--- src/rtl/multiword_add_sequencer.sv ---
// multiword_add_sequencer: adds two N*K-bit operands one N-bit chunk per cycle through a single ripple-carry adder.
module ripple_carry_adder #(
    parameter int N = 4
) (
    input  logic [N-1:0] a_i,
    input  logic [N-1:0] b_i,
    input  logic         c_i,
    output logic [N-1:0] s_o,
    output logic         c_o
);
    logic [N:0] c;
    assign c[0] = c_i;
    for (genvar i = 0; i < N; i++) begin : g_fa
        assign s_o[i]   = a_i[i] ^ b_i[i] ^ c[i];
        assign c[i + 1] = (a_i[i] & b_i[i]) | (c[i] & (a_i[i] ^ b_i[i]));
    end
    assign c_o = c[N];
endmodule

module multiword_add_sequencer #(
    parameter int N = 4,
    parameter int K = 4
) (
    input  logic           clk,
    input  logic           rst_n,
    input  logic           start_valid,
    output logic           start_ready,
    input  logic           carry_in,
    input  logic [N*K-1:0] op1,
    input  logic [N*K-1:0] op2,
    output logic           res_valid,
    input  logic           res_ready,
    output logic [N*K-1:0] sum,
    output logic           carry_out,
    output logic           busy
);
    localparam int W  = N * K;
    localparam int IW = K > 1 ? $clog2(K) : 1;
    typedef enum logic [1:0] {IDLE, RUN, DONE} state_t;
    state_t        state_q, state_d;
    logic [IW-1:0] idx_q, idx_d;
    logic [W-1:0]  op1_q, op1_d, op2_q, op2_d, sum_q, sum_d;
    logic          carry_q, carry_d, cout_q, cout_d;
    logic [N-1:0]  add_s;
    logic          add_c;
    ripple_carry_adder #(.N(N)) u_add (
        .a_i(op1_q[idx_q*N +: N]),
        .b_i(op2_q[idx_q*N +: N]),
        .c_i(carry_q),
        .s_o(add_s),
        .c_o(add_c)
    );
    always_comb begin
        state_d = state_q;
        idx_d   = idx_q;
        op1_d   = op1_q;
        op2_d   = op2_q;
        sum_d   = sum_q;
        carry_d = carry_q;
        cout_d  = cout_q;
        case (state_q)
            IDLE: if (start_valid) begin
                op1_d   = op1;
                op2_d   = op2;
                carry_d = carry_in;
                idx_d   = '0;
                sum_d   = '0;
                state_d = RUN;
            end
            RUN: begin
                sum_d[idx_q*N +: N] = add_s;
                carry_d = add_c;
                idx_d   = idx_q + 1'b1;
                if (idx_q == IW'(K - 1)) begin
                    cout_d  = add_c;
                    state_d = DONE;
                end
            end
            DONE:    if (res_ready) state_d = IDLE;
            default: state_d = IDLE;
        endcase
    end
    always_ff @(posedge clk or negedge rst_n) begin
        if (!rst_n) begin
            state_q <= IDLE;
            idx_q   <= '0;
            op1_q   <= '0;
            op2_q   <= '0;
            sum_q   <= '0;
            carry_q <= 1'b0;
            cout_q  <= 1'b0;
        end else begin
            state_q <= state_d;
            idx_q   <= idx_d;
            op1_q   <= op1_d;
            op2_q   <= op2_d;
            sum_q   <= sum_d;
            carry_q <= carry_d;
            cout_q  <= cout_d;
        end
    end
    // Result is valid exactly while waiting in DONE for the consumer.
    assign res_valid   = state_q == DONE;
    assign start_ready = state_q == IDLE;
    assign busy        = state_q != IDLE;
    assign sum         = sum_q;
    assign carry_out   = cout_q;
endmodule

--- config.mk ---
export PLATFORM = sky130hd
export DESIGN_NAME = multiword_add_sequencer
export DESIGN_NICKNAME = d
export VERILOG_FILES = /design/src/rtl/multiword_add_sequencer.sv
export SDC_FILE = /design/constraint.sdc
export NUM_CORES = 1
export LEC_CHECK = 0
export BUFFER_PORTS_ARGS = -buffer_cell sky130_fd_sc_hd__buf_4
export CAP_MARGIN = 15
export CORE_UTILIZATION = 30
export DETAILED_ROUTE_END_ITERATION = 12
export PLACE_DENSITY = 0.55
export SLEW_MARGIN = 20
export SYNTH_ARGS = -nofsm -noshare
export SYNTH_HDL_FRONTEND = slang
export SYNTH_SLANG_ARGS = --single-unit
export TNS_END_PERCENT = 5
--- constraint.sdc ---
create_clock -name clk -period 3.2 [get_ports clk]
set_clock_uncertainty 0.2 [all_clocks]
set_input_delay 0.64 -clock clk [delete_from_list [all_inputs] [get_ports clk]]
set_output_delay 0.64 -clock clk [all_outputs]
set_load 0.01 [all_outputs]
==> flow_metrics.py <==
metrics = {
    "status": {
        "status": "completed",
    },
    "routing": {
        "wire_per_inst_um": 15.52,
        "drt_iter0_markers": 64,
        "vias": 1542,
        "first_pass_iters": 4,
        "postRouteWirelength_mm": 5.293,
        "drc_errors": 0,
        "via_per_inst": 4.522,
        "ant_nets": 0,
    },
    "cells_and_area": {
        "instances_no_fill": 341,
        "nets": 278,
        "num_antenna_cells": 0,
        "drive_gt1_frac": 0.5021,
        "final_common_cell": "buf_4",
        "fin_area_um2": 3256,
        "final_cell_mix": "59 x buf_4, 54 x dfrtp_1, 30 x mux2_4",
        "area_delta_synth_final_pct": 21.82,
    },
    "yosys": {
        "synth_cells": 174,
        "synth_nets": 220,
        "ys.flop_type": "dfrtp_1",
        "ys_ff_latch": 54,
        "syn_avg_cell_area_um2": 15.36,
        "yosysWarnings": 0,
        "synth-async-reset-ratio": 1.000,
        "syn_area_um2": 2673,
        "synth-edff-count": 0,
        "ys_seq_area_frac": 0.5056,
        "post_synth_num_cell_types": 32,
    },
    "clock_network": {
        "ctsResizeCount": 0,
        "post-cts-setup-buffer-count": 0,
        "cts_sinks": 54,
        "clk_pin_slew_ns": 0.09,
        "cts-root-buf": "clkbuf_8",
        "holdBufCountCts": 0,
        "numCtsBuffers": 5,
        "ctsLongestPathBuffers": 2,
        "insertion_delay_ns": 0.30,
        "cts_tree": "built",
        "h-tree-depth": 2,
    },
    "grt": {
        "grt_max_degree": 55,
        "grt_usage": 0.1233,
        "grt_pass1_wl_mm": 8.562,
        "globalRouteOverflowTotal": 0,
        "antenna_found_initial": 0,
        "grt_pass1_vias": 1646,
    },
    "critical_path": {
        "cp.required_ns": 3.20,
        "critPathMaxFanout": 4,
        "worst_setup_path_end_kind": "flip-flop",
        "reg2regPathDepth": 10,
        "worstSetupStartpointType": "flip-flop",
        "crit_type": "flip-flop to flip-flop",
        "worstPathArrival_ns": 2.96,
    },
    "power": {
        "ir_drop_v": 0.0004329,
        "p_int_mw": 2.273,
        "pwr-share-clk": 0.126,
        "swShare": 0.3665,
        "power.leakage_nw": 1.569,
        "power_density_nw_per_um2": 1102,
        "seqPwrFrac": 0.338,
        "p_sw_mw": 1.315,
        "power_frac_comb": 0.537,
    },
    "sta": {
        "fin_ws_ns": 0.2403,
        "finalHoldViolCount": 0,
        "final_max_slew_viol_count": 0,
        "setup_viol": 0,
        "fin_crit_ns": 2.960,
        "setup-tns-final_ns": 0,
        "clock.fmax_ghz": 0.3379,
        "rsz0062_at_grt": "no",
        "finalCritPeriodShare": 0.9249,
        "tightest_slew_ns": 0.6832,
        "slew_headroom": 0.5445,
    },
    "run": {
        "drv_cap": 0,
    },
    "floorplanning": {
        "die_area_um2": 9290,
        "coreArea_um2": 8678,
        "die_y_um": 96.39,
        "start_util": 0.3080,
        "ioPinCount": 57,
        "rows": 34,
        "dieWidth_um": 96.39,
    },
    "worst_hold_path": {
        "hold_path.class": "primary input to async pin",
    },
    "place": {
        "hpwl_mm": 3.982,
        "dp.cells": 333,
        "portBuffers": 56,
        "dpl_cell_area_um2": 3147,
        "globalplace.congestion": 0.7584,
        "dp_slack_ns": 0.2357,
    },
}
## power groups by stage
stage               logic [mW]  clock network, mW  registers (mW)
finish                    1.93              0.452            1.21
global route              2.10              0.487            1.26
CTS                       1.97              0.468            1.22
detailed placement        1.96                  0            1.23
global placement          1.94                  0            1.24
floorplan                 1.45                  0            1.17
## metal layers
metal	vias up	routed length, µm	share of wire	track usage
met5	-	0	0	0
met4	0	19	0.0036	0.02574
met3	3	276	0.052	0.02739
met2	48	2383	0.45	0.1826
met1	753	2614	0.49	0.1846
li1	738	-	-	-
## sequential cells by signal (all words and copies together) (netlist names)
register,cells
carry_q,1
carry_out,1
op1_q,16
state_q,2
idx_q,2
op2_q,16
sum,16
## layout make-up
type | count | area, µm²
clock buffer | 5 | 68.82
clock inverter | 3 | 40.04
fill | 855 | 5423
inverter | 12 | 45.04
multi-input combinational | 100 | 1172
sequential | 54 | 1351
tap | 108 | 135.1
timing repair buffer | 59 | 442.9
## cells in the mapped netlist, types with 4 or more instances
cell,instances,area share
a22o_1,9,0.029
mux2_4,30,0.17
dfrtp_1,54,0.51
nand2_1,6,0.0084
fa_1,4,0.030
a21o_2,4,0.013
inv_1,11,0.015
ha_1,5,0.023
mux4_2,8,0.067
mux2_2,4,0.017
o2bb2ai_1,8,0.026
buf_12,4,0.030
## critical path, stage by stage (launching register included)
cell     delay (ns)
dfrtp_1        0.44
mux4_2         0.35
inv_1          0.05
fa_1           0.38
inv_1          0.08
fa_1           0.15
inv_1          0.05
fa_1           0.36
inv_1          0.08
fa_1           0.49
a22o_1         0.24
## through the flow
stage                     hold WS, ns  total power [mW]  utilization
after floorplan                0.1444             2.614            -
after global placement         0.2758             3.174       0.3626
after detailed placement       0.2745             3.191       0.3626
after CTS                      0.1978             3.654       0.3751
after global routing           0.2238             3.847       0.3751
final                          0.1594             3.589       0.3751
## path summary, 6_finish.rpt
path / start / end / slack (ns)
setup / recovery: idx_q[0] / sum[3] / 0.24
hold / removal: rst_n / state_q[1] / 0.16
setup reg to reg: idx_q[0] / sum[3] / 0.24
hold reg to reg: carry_q / carry_q / 0.30
max in group asynchronous: rst_n / op2_q[5] / 2.17
min in group clk: carry_q / carry_q / 0.30
## cells by family (layout without fill, tap and decap cells)
group / after synthesis / in the layout / synth area share
flops: 54 / 54 / 0.5056
mux: 42 / 42 / 0.2528
compound gates: 26 / 26 / 0.07912
simple gates: 23 / 23 / 0.05338
buf+inv: 20 / 79 / 0.05571
fa+ha+maj: 9 / 9 / 0.05337
Note: power is estimated with default switching activity, not from simulation.
